## config.mk

```make
export PLATFORM = sky130hd
export DESIGN_NAME = aukv_alu_arb
export DESIGN_NICKNAME = d
export VERILOG_FILES = /design/src/rtl/aukv_alu_arb.sv
export SDC_FILE = /design/constraint.sdc
export NUM_CORES = 1
export LEC_CHECK = 0
export ABC_CLOCK_PERIOD_IN_PS = 1600
export CORE_AREA = 4 4 117 119
export CTS_CLUSTER_SIZE = 12
export DETAILED_ROUTE_END_ITERATION = 8
export DIE_AREA = 0 0 121 123
export PLACE_DENSITY_LB_ADDON = 0.1
export SETUP_SLACK_MARGIN = 0.2
export SYNTH_ARGS = -nofsm -noshare
export SYNTH_HDL_FRONTEND = slang
export SYNTH_SLANG_ARGS = --single-unit
```

## constraint.sdc

```tcl
create_clock -name i_clk -period 1.6 [get_ports i_clk]
set_input_delay 0.4 -clock i_clk [delete_from_list [all_inputs] [get_ports i_clk]]
set_output_delay 0.4 -clock i_clk [all_outputs]
set_load 0.1 [all_outputs]
```

## src/rtl/aukv_alu_arb.sv

```systemverilog
// Two-requester arbiter for one shared combinational ALU. Holds one result until the owner accepts it.
// Latency 1 cycle; an unaccepted result blocks new grants. A handshake and a new grant can share a cycle.
module aukv_alu_arb #(
    parameter int FAIR = 1
) (
    input  logic        i_clk,
    input  logic        i_rst,
    input  logic        i_req0_valid,
    input  logic        i_req1_valid,
    output logic        o_req0_ready,
    output logic        o_req1_ready,
    input  logic [3:0]  i_req0_op,
    input  logic [3:0]  i_req1_op,
    input  logic [31:0] i_req0_a,
    input  logic [31:0] i_req0_b,
    input  logic [31:0] i_req1_a,
    input  logic [31:0] i_req1_b,
    output logic        o_rsp0_valid,
    output logic        o_rsp1_valid,
    input  logic        i_rsp0_ready,
    input  logic        i_rsp1_ready,
    output logic [31:0] o_rsp0_data,
    output logic [31:0] o_rsp1_data,
    output logic [3:0]  o_alu_op,
    output logic [31:0] o_alu_rs1,
    output logic [31:0] o_alu_rs2,
    input  logic [31:0] i_alu_rd,
    output logic        o_busy
);

    typedef enum logic {IDLE, HOLD} state_t;

    state_t      state;
    logic        owner;
    logic        last;
    logic [31:0] result;

    logic hs0, hs1, can_grant, pick1, gnt0, gnt1;

    assign hs0 = (state == HOLD) && !owner && i_rsp0_ready;
    assign hs1 = (state == HOLD) &&  owner && i_rsp1_ready;

    // Reset gating keeps ready and ALU outputs low while i_rst is held.
    assign can_grant = !i_rst && ((state == IDLE) || hs0 || hs1);

    // Tie-break: round-robin favours the requester not granted last.
    assign pick1 = (FAIR != 0) ? !last : 1'b0;

    assign gnt0 = can_grant && i_req0_valid && (!i_req1_valid || !pick1);
    assign gnt1 = can_grant && i_req1_valid && (!i_req0_valid ||  pick1);

    assign o_req0_ready = gnt0;
    assign o_req1_ready = gnt1;

    always_comb begin
        o_alu_op  = 4'd0;
        o_alu_rs1 = 32'd0;
        o_alu_rs2 = 32'd0;
        if (gnt0) begin
            o_alu_op  = i_req0_op;
            o_alu_rs1 = i_req0_a;
            o_alu_rs2 = i_req0_b;
        end else if (gnt1) begin
            o_alu_op  = i_req1_op;
            o_alu_rs1 = i_req1_a;
            o_alu_rs2 = i_req1_b;
        end
    end

    assign o_busy       = (state == HOLD);
    assign o_rsp0_valid = (state == HOLD) && !owner;
    assign o_rsp1_valid = (state == HOLD) &&  owner;
    assign o_rsp0_data  = o_rsp0_valid ? result : 32'd0;
    assign o_rsp1_data  = o_rsp1_valid ? result : 32'd0;

    always_ff @(posedge i_clk or posedge i_rst) begin
        if (i_rst) begin
            state  <= IDLE;
            owner  <= 1'b0;
            last   <= 1'b1;
            result <= 32'd0;
        end else if (gnt0 || gnt1) begin
            state  <= HOLD;
            owner  <= gnt1;
            last   <= gnt1;
            result <= i_alu_rd;
        end else if (hs0 || hs1) begin
            state  <= IDLE;
        end
    end

endmodule

```

# Word level (Yosys, flattened, before mapping)
# Index checks and enable logic that the tools add are counted.
[op_classes]
n_addsub = 0
n_mul = 0
div = 0
n_lt_le_gt_ge = 0
n_eq_ne = 0
shifts = 0
mux = 10
bitwise_logic = 1
n_reduce_logical = 21
[op_table]
columns = ["cell", "n"]
rows = [
  ["2-to-1 mux 32 bit", 6],
  ["logical AND 1 bit", 9],
  ["2-to-1 mux 4 bit", 2],
  ["logical OR 1 bit", 6],
  ["logical NOT 1 bit", 5],
  ["2-to-1 mux 1 bit", 2],
  ["nonzero test 2 bit", 1],
  ["NOT 1 bit", 1],
]
[word_totals]
ff_bits = 35
latch_bits = 0
ramBits = 0
mem_bits_ro = 0
inputBits = 174
out_inout_bits = 137
word_cells = 36
mem_count = 0

# Longest topological paths before layout
# Gate-level depths: netlist of run 1.
[logic_depth]
ltp_word = 10
depth_mapped = 6
ltp_nobuf = 3

# Worst setup path after synthesis of run 1
# OpenSTA, ideal clock, no wires.
[synth_path]
path_type = "register to output"
start = "register state, in the netlist o_busy"
end = "output o_alu_rs1[24]"
arrival_time_ns = 3.002
required_time_ns = 1.200
path_slack_ns = -1.802
path_stages_with_launch = 6
n_path_buf = 3
path_cell_list = "dfrtp_1 buf_2 a21o_1 buf_6 buf_2 a21oi_1"
[synth_between]
elab_chain_cells = 9
word_cells_on_any_way = 14
cone_classes = "2 x mux; 1 x bitwise; 11 x reduce/logical"
[synth_rtl]
columns = ["element", "line_no", "rtl"]
rows = [
  ["start, declared", "33", "state_t state;"],
  ["start signal, assigned", "78", "state <= IDLE;"],
  ["start signal, assigned", "83", "state <= HOLD;"],
  ["start signal, assigned", "88", "state <= IDLE;"],
  ["logical AND 1 bit (2 in a row)", "40", "assign hs0 = (state == HOLD) && !owner && i_rsp0_ready;"],
  ["logical OR 1 bit", "44", "assign can_grant = !i_rst && ((state == IDLE) || hs0 || hs1);"],
  ["logical OR 1 bit *", "44", ""],
  ["logical AND 1 bit *", "44", ""],
  ["logical AND 1 bit (2 in a row)", "50", "assign gnt1 = can_grant && i_req1_valid && (!i_req0_valid || pick1);"],
  ["2-to-1 mux 32 bit", "63", "end else if (gnt1) begin"],
  ["2-to-1 mux 32 bit *", "59", "if (gnt0) begin"],
  ["end, declared", "25", "output logic [31:0] o_alu_rs1,"],
]
# Mark *: on every way between the ends. The rest lies on a longest branch, timed or not.

# Final worst setup path of run 1
[layout_path]
start = "register last"
end = "output o_alu_rs2[12]"
[layout_between]
elab_chain_cells = 5
word_cells_on_any_way = 7
cone_classes = "2 x mux; 5 x reduce/logical"
[layout_rtl]
columns = ["element", "line_no", "rtl"]
rows = [
  ["start, declared", "35", "logic last;"],
  ["start signal, assigned", "85", "last <= gnt1;"],
  ["logical NOT 1 bit", "47", "assign pick1 = (FAIR != 0) ? !last : 1'b0;"],
  ["logical OR 1 bit", "50", ""],
  ["logical AND 1 bit", "50", ""],
  ["2-to-1 mux 32 bit", "63", ""],
  ["2-to-1 mux 32 bit *", "59", ""],
  ["end, declared", "26", "output logic [31:0] o_alu_rs2,"],
]
# Marks and branches as above.

==> flow_summary.json, run 1 <==
{
  "place_area_um2": 8810,
  "finalSetupViolCount": 169,
  "io_buffers": 310,
  "ys_types": 26,
  "gr-usage-met2_pct": 44.9,
  "path_max_fanout": 8,
  "ys_seq_area_share_pct": 29.3,
  "p_per_area_nw_per_um2": 1170,
  "initialDrtViolationCount": 193,
  "cts_tree": "yes",
  "start_util_pct": 23.9,
  "synthCells": 401,
  "io_pins": 311,
  "p_clk_share_pct": 9.1,
  "crit_family": "flip-flops",
  "total_power_uw": 12100,
  "async_flop_share_pct": 100,
  "post-place-ws_ns": -0.712,
  "cpMaxStageDelayCell": "dfstp_2",
  "clock_latency_ns": 0.28,
  "clkTransAtPathRegs_ns": 0.06,
  "grt-ovfl-total": 0,
  "rsz0062_at_grt": "yes",
  "wl_per_cell_um": 23.4,
  "grt_pass1_wl_mm": 28.4,
  "grt_max_degree": 33,
  "slowest_delay_ns": 0.54,
  "routed_wl_mm": 21.3,
  "maxCapViolCount": 0,
  "hold_violations": 0,
  "root_buffer": "clkbuf_16",
  "fin_area_um2": 10300,
  "required_ns": 1.20,
  "intPower_uw": 5860,
  "hold_class": "in2async",
  "fp.dieH_um": 123,
  "nets": 909,
  "ys_warn_count": 0,
  "die_w_um": 121,
  "ys_ff_latch": 35,
  "synth_top_area_share_pct": 28.4,
  "path_buf_inv": 3,
  "share_comb_of_total_power_pct": 79.9,
  "synthTopCellsByCount": "72 x nand2_1, 69 x a21oi_1, 68 x nand3_1",
  "switchingPower_uw": 6220,
  "clk_path_buf_depth": 2,
  "synth_area_um2": 3000,
  "fillers": 641,
  "period_share_pct": 138,
  "cts_buffers": 5,
  "path_class": "reg2out",
  "synth_largest_area_cell": "dfrtp_1",
  "synth_nets": 575,
  "period_needed_ns": 2.21,
  "status": "finished, violations left",
  "synth_edf_count": 0,
  "finalWeightedCongestion": 0.796,
  "leakagePower_uw": 0.00393,
  "tightest_slew_ns": 0.568,
  "dp_hpwl_mm": 14.0,
  "busiest_layer": "met2",
  "ir_drop_uv": 989,
  "violations": "negative setup slack",
  "finalHoldWorstSlack_ns": 0.403,
  "worst_slack_ns": -0.605,
  "drv_slew": 0,
  "antenna_found_initial": 2,
  "cp_num_cells": 6,
  "clkSinkCount": 35,
  "startpoint_type": "register",
  "path_cells": "a21bo_4, buf_6, clkbuf_16, nand3_2, a21oi_4, buf_12",
  "core_um2": 12600,
  "vias": 4586,
  "grt_usage_pct": 24.6,
  "cp.arrival_ns": 1.81,
  "area_growth_pct": 243,
  "use_met3_pct": 8.60,
  "postLayoutCoreUtil_pct": 81.9,
  "die-area_um2": 14900,
  "synthFlopType": "dfrtp_1",
  "fin_worst_skew_ns": 0.00410,
  "r2r_cells": 8,
  "htree_levels": 2,
  "ant_nets": 0,
  "switching_share_pct": 51.5,
  "end_kind": "output port",
  "synth_most_common_cell": "nand2_1",
  "avgSynthCellArea_um2": 7.48,
  "drc": 0,
  "slew-limit-headroom_pct": 62.1,
  "via_per_inst": 5.03,
  "num_rows": 41,
  "drive_gt1_share_pct": 63.9,
  "grt_pass1_vias": 4879,
  "gr-usage-met1_pct": 26.7,
  "synth_top_cells_by_area": "dfrtp_1 28%, mux2_2 12%, a21oi_1 12%",
  "clock.fmax_mhz": 453,
  "drt_pass1_iterations": 4,
  "seq_power_share_pct": 11.0
}
[layer usage]
layer / up-vias / share of wire (%)
met5: - / 0
met2: 201 / 54
li1: 2059 / -
met1: 2291 / 35
met4: 0 / 2.7
met3: 35 / 8.3
[tightest hold or removal path: stages]
cell and delay (ns):
dlygate4sd2_1 0.29, clkinvlp_4 0.10, buf_4 0.25
[state kept, by name, summed over array words and instances, names as in the netlist]
signal / count
last: 1
o_busy: 1
owner: 1
result: 32
[layout by cell type, fill, tap and decap left out, types with 12 or more instances in the layout]
| cell | netlist | routed |
|---|---|---|
| mux2_4 | 1 | 32 |
| buf_12 | 0 | 153 |
| and3_4 | 0 | 23 |
| nand2_2 | 0 | 24 |
| nand2_1 | 72 | 45 |
| clkdlybuf4s50_1 | 0 | 168 |
| dfrtp_1 | 34 | 33 |
| and2_4 | 0 | 33 |
| buf_4 | 4 | 13 |
| buf_16 | 0 | 12 |
| nand3_2 | 0 | 49 |
| a21oi_4 | 1 | 69 |
[metrics by stage]
stage,TNS (ns),instances
global route,-77.95,909
CTS,-68.83,898
floorplan,-62.51,401
global placement,-67.06,867
finish,-71.58,911
detailed placement,-70.97,867
[power groups by stage]
stage          sequential [uW]  clock, uW  combinational [uW]
4_1_cts                   1310       1110                9260
3_3_place_gp              1300          0                8510
5_1_grt                   1360       1150                9900
3_5_place_dp              1310          0                8580
2_1_floorplan             1290          0                5520
6_report                  1330       1100                9650
[worst paths after layout]
kind                            start             to  slack, ns
setup / recovery                 last  o_alu_rs2[12]      -0.61
hold / removal                  i_rst      result[1]       0.40
setup reg to reg                owner     result[13]      -0.21
hold reg to reg            result[12]     result[12]       0.54
max in group asynchronous       i_rst           last       0.94
min in group i_clk         result[12]     result[12]       0.54
[logic make-up after synthesis]
kind of cell / count (synthesis) / share of synthesized area, %
mux: 33 / 12.9
simple gates: 209 / 34.7
flops: 35 / 29.3
buf+inv: 47 / 9.06
compound gates: 77 / 14.1
[final cells by class]
type	instances	area, um^2	area share, %
repair buffers	372	5560	54.1
multi-input cells	319	3450	33.5
flip-flops and latches	35	881	8.56
well taps	172	215	2.09
clock buffers	6	129	1.25
clock inverters	1	30.0	0.292
inverters	2	11.3	0.109
diodes	4	10.0	0.0973
[what timing repair did]
action,4_1_cts,5_1_grt
hold endpoints to repair,0,0
hold buffers,0,0
pin swaps,50,58
resized for setup,67,102
endpoints found under the setup margin,171,171
buffers inserted,12,3
cloned,12,6
Power figures use the tool's default switching activity.
==> inputs of run 2 (changes only) <==
--- a/config.mk
+++ b/config.mk
@@ -7,11 +7,11 @@
 export LEC_CHECK = 0
 export ABC_CLOCK_PERIOD_IN_PS = 1600
 export CORE_AREA = 4 4 117 119
-export CTS_CLUSTER_SIZE = 12
 export DETAILED_ROUTE_END_ITERATION = 8
 export DIE_AREA = 0 0 121 123
-export PLACE_DENSITY_LB_ADDON = 0.1
+export PLACE_DENSITY_LB_ADDON = 0.12
 export SETUP_SLACK_MARGIN = 0.2
 export SYNTH_ARGS = -nofsm -noshare
 export SYNTH_HDL_FRONTEND = slang
 export SYNTH_SLANG_ARGS = --single-unit
+export TNS_END_PERCENT = 100
==> run 2 against run 1 <==
- the run still ends with negative setup slack left
- sequential power about the same
- count of clock-buffer cells in the layout unchanged
- combinational power decreased by 3.5%
- total power decreased by 2.6%
- clock skew about the same
- core utilization decreased by 2.7 points
- wire length decreased by 1.2%
- via count increased by 0.74%
- maximum frequency decreased by 1.7%
- critical endpoint is now o_alu_rs2[13]
- largest power group unchanged
==> flow_summary.json, run 2 (same netlist as run 1, synthesis figures left out) <==
{
  "hold_depth": 1,
  "core_um2": 12600,
  "ir_drop_uv": 1000,
  "area_growth_pct": 232,
  "htree_levels": 2,
  "grt-ovfl-total": 0,
  "startpoint_type": "register",
  "status": "finished, violations left",
  "hold_violations": 0,
  "finalWeightedCongestion": 0.847,
  "clkSinkCount": 35,
  "die-area_um2": 14900,
  "path_buf_inv": 3,
  "period_needed_ns": 2.24,
  "grt_max_degree": 36,
  "hold_class": "reg2reg",
  "path_cells": "a21bo_4, buf_4, clkbuf_16, nand3_1, a21oi_4, buf_12",
  "die_w_um": 121,
  "cp.arrival_ns": 1.84,
  "start_util_pct": 23.9,
  "drv_slew": 0,
  "num_rows": 41,
  "crit_family": "flip-flops",
  "required_ns": 1.20,
  "path_max_fanout": 14,
  "rsz0062_at_grt": "yes",
  "maxCapViolCount": 0,
  "r2r_slack_ns": -0.18,
  "vias": 4620,
  "layout_common_cells": "168 x clkdlybuf4s50_1, 149 x buf_12, 69 x a21oi_4",
  "numPlacedInstances": 866,
  "initialDrtViolationCount": 222,
  "leakagePower_uw": 0.00389,
  "largest_reg_flops": 32,
  "violations": "negative setup slack",
  "grt_pass1_vias": 4810,
  "tightest_slew_ns": 0.462,
  "ant_nets": 0,
  "r2r_end": "result[19]",
  "fin_worst_skew_ns": 0.00402,
  "fp.dieH_um": 123,
  "cts_buffers": 5,
  "finalSetupViolCount": 169,
  "worstHoldStart": "result[14]",
  "r2r_cells": 5,
  "setup_tns_ns": -68.86,
  "ctsHoldBuffers": 0,
  "path_class": "reg2out",
  "antenna_found_initial": 2,
  "multi_input_area_um2": 3210,
  "grt_usage_pct": 24.0,
  "fin_cells": 905,
  "slew-limit-headroom_pct": 69.2,
  "grt_pass1_wl_mm": 28.0,
  "clock_latency_ns": 0.28,
  "io_buffers": 310,
  "fin_area_um2": 9950,
  "total_power_uw": 11800,
  "period_share_pct": 140,
  "final_common_cell": "clkdlybuf4s50_1",
  "drc": 0,
  "nets": 904,
  "p_per_area_nw_per_um2": 1180,
  "drive_gt1_share_pct": 61.0,
  "post-place-ws_ns": -0.712,
  "fillers": 714,
  "worst_slack_ns": -0.643,
  "slowest_delay_ns": 0.53,
  "routed_wl_mm": 21.0,
  "wl_per_cell_um": 23.2,
  "io_pins": 311,
  "drt_pass1_iterations": 5,
  "min_to": "result[14]",
  "seqCellArea_um2": 881,
  "rr_startpoint": "o_busy",
  "root_buffer": "clkbuf_16",
  "regMostFlops": "result",
  "place_area_um2": 8830,
  "clkTransAtPathRegs_ns": 0.06,
  "cts_tree": "yes",
  "end_kind": "output port",
  "dp_hpwl_mm": 13.9,
  "clock.fmax_mhz": 446,
  "cpMaxStageDelayCell": "dfstp_2",
  "clk_path_buf_depth": 2,
  "via_per_inst": 5.10
}
[run 2: changes by cell type in the layout (fill, tap and decap cells not counted), moves of 5 or more]
| cell | previous run | this run |
|---|---|---|
| nand3_4 | 11 | 1 |
| nand3_2 | 49 | 28 |
| nand2_1 | 45 | 34 |
| and3_2 | 9 | 26 |
| nand2_2 | 24 | 30 |
| and3_4 | 23 | 6 |
| nand2_4 | 3 | 8 |
| nand3_1 | 8 | 39 |
| buf_6 | 11 | 6 |
[run 2: timing repair]
item	CTS	global route
pin swaps	16	42
gates resized for setup	43	60
endpoints found under the hold margin	0	0
endpoints found under the setup margin	170	169
buffers inserted	3	4
cloned	10	12
[run 2: cell type report]
| type | instances | share of cell area [%] |
|---|---|---|
| multi-input combinational | 320 | 32.3 |
| antenna | 2 | 0.0503 |
| clock buffer | 6 | 1.40 |
| clock inverter | 2 | 0.352 |
| tap | 172 | 2.16 |
| inverter | 2 | 0.113 |
| sequential | 35 | 8.85 |
| timing repair buffer | 366 | 54.8 |
[run 2: worst register-to-register path: cells and delay by family (launching register included)]
kind | cells | cell delay (ns)
flops | 1 | 0.50
buf+inv | 3 | 0.58
mux | 1 | 0.32
compound gates | 1 | 0.28
[run 2: stage by stage]
| step | hold WS (ns) | utilization [%] |
|---|---|---|
| floorplan | 0.351 | - |
| global placement | 0.508 | 70.3 |
| detailed placement | 0.513 | 70.3 |
| CTS | 0.533 | 74.7 |
| global route | 0.550 | 79.2 |
| finish | 0.531 | 79.2 |
[run 2: metal layers]
layer | share of wire, % | GRT usage [%] | vias to the layer above
li1 | - | - | 2051
met1 | 36 | 26.3 | 2238
met2 | 51 | 43.2 | 277
met3 | 9.5 | 8.55 | 54
met4 | 3.7 | 7.93 | 0
met5 | 0 | 0 | -
[run 2: how the worst max path moves through the flow]
| stage | startpoint | to | slack, ns | cells past startpoint |
|---|---|---|---|---|
| after floorplan | o_busy | o_alu_rs2[23] | -0.61 | 5 |
| after global placement | i_req1_valid | o_alu_rs1[22] | -0.67 | 6 |
| after detailed placement | i_req1_valid | o_alu_rs2[7] | -0.71 | 6 |
| after CTS | last | o_alu_rs2[19] | -0.58 | 5 |
| after global routing | last | o_alu_rs2[13] | -0.68 | 6 |
| final | last | o_alu_rs2[13] | -0.64 | 6 |
[run 2: where the power goes]
group / internal, uW / total, uW / switching [uW]
Sequential: 1120 / 1310 / 188
Clock: 774 / 1150 / 371
Combinational: 3760 / 9310 / 5550
==> inputs of run 3 (changes only) <==
--- a/config.mk
+++ b/config.mk
@@ -7,8 +7,10 @@
 export LEC_CHECK = 0
 export ABC_CLOCK_PERIOD_IN_PS = 1600
 export CORE_AREA = 4 4 117 119
+export CTS_CLUSTER_DIAMETER = 40
 export DETAILED_ROUTE_END_ITERATION = 8
 export DIE_AREA = 0 0 121 123
+export HOLD_SLACK_MARGIN = 0.03
 export PLACE_DENSITY_LB_ADDON = 0.12
 export SETUP_SLACK_MARGIN = 0.2
 export SYNTH_ARGS = -nofsm -noshare
==> results of run 3 <==
No change in the layout: final DEF, timing and power equal those of run 2.
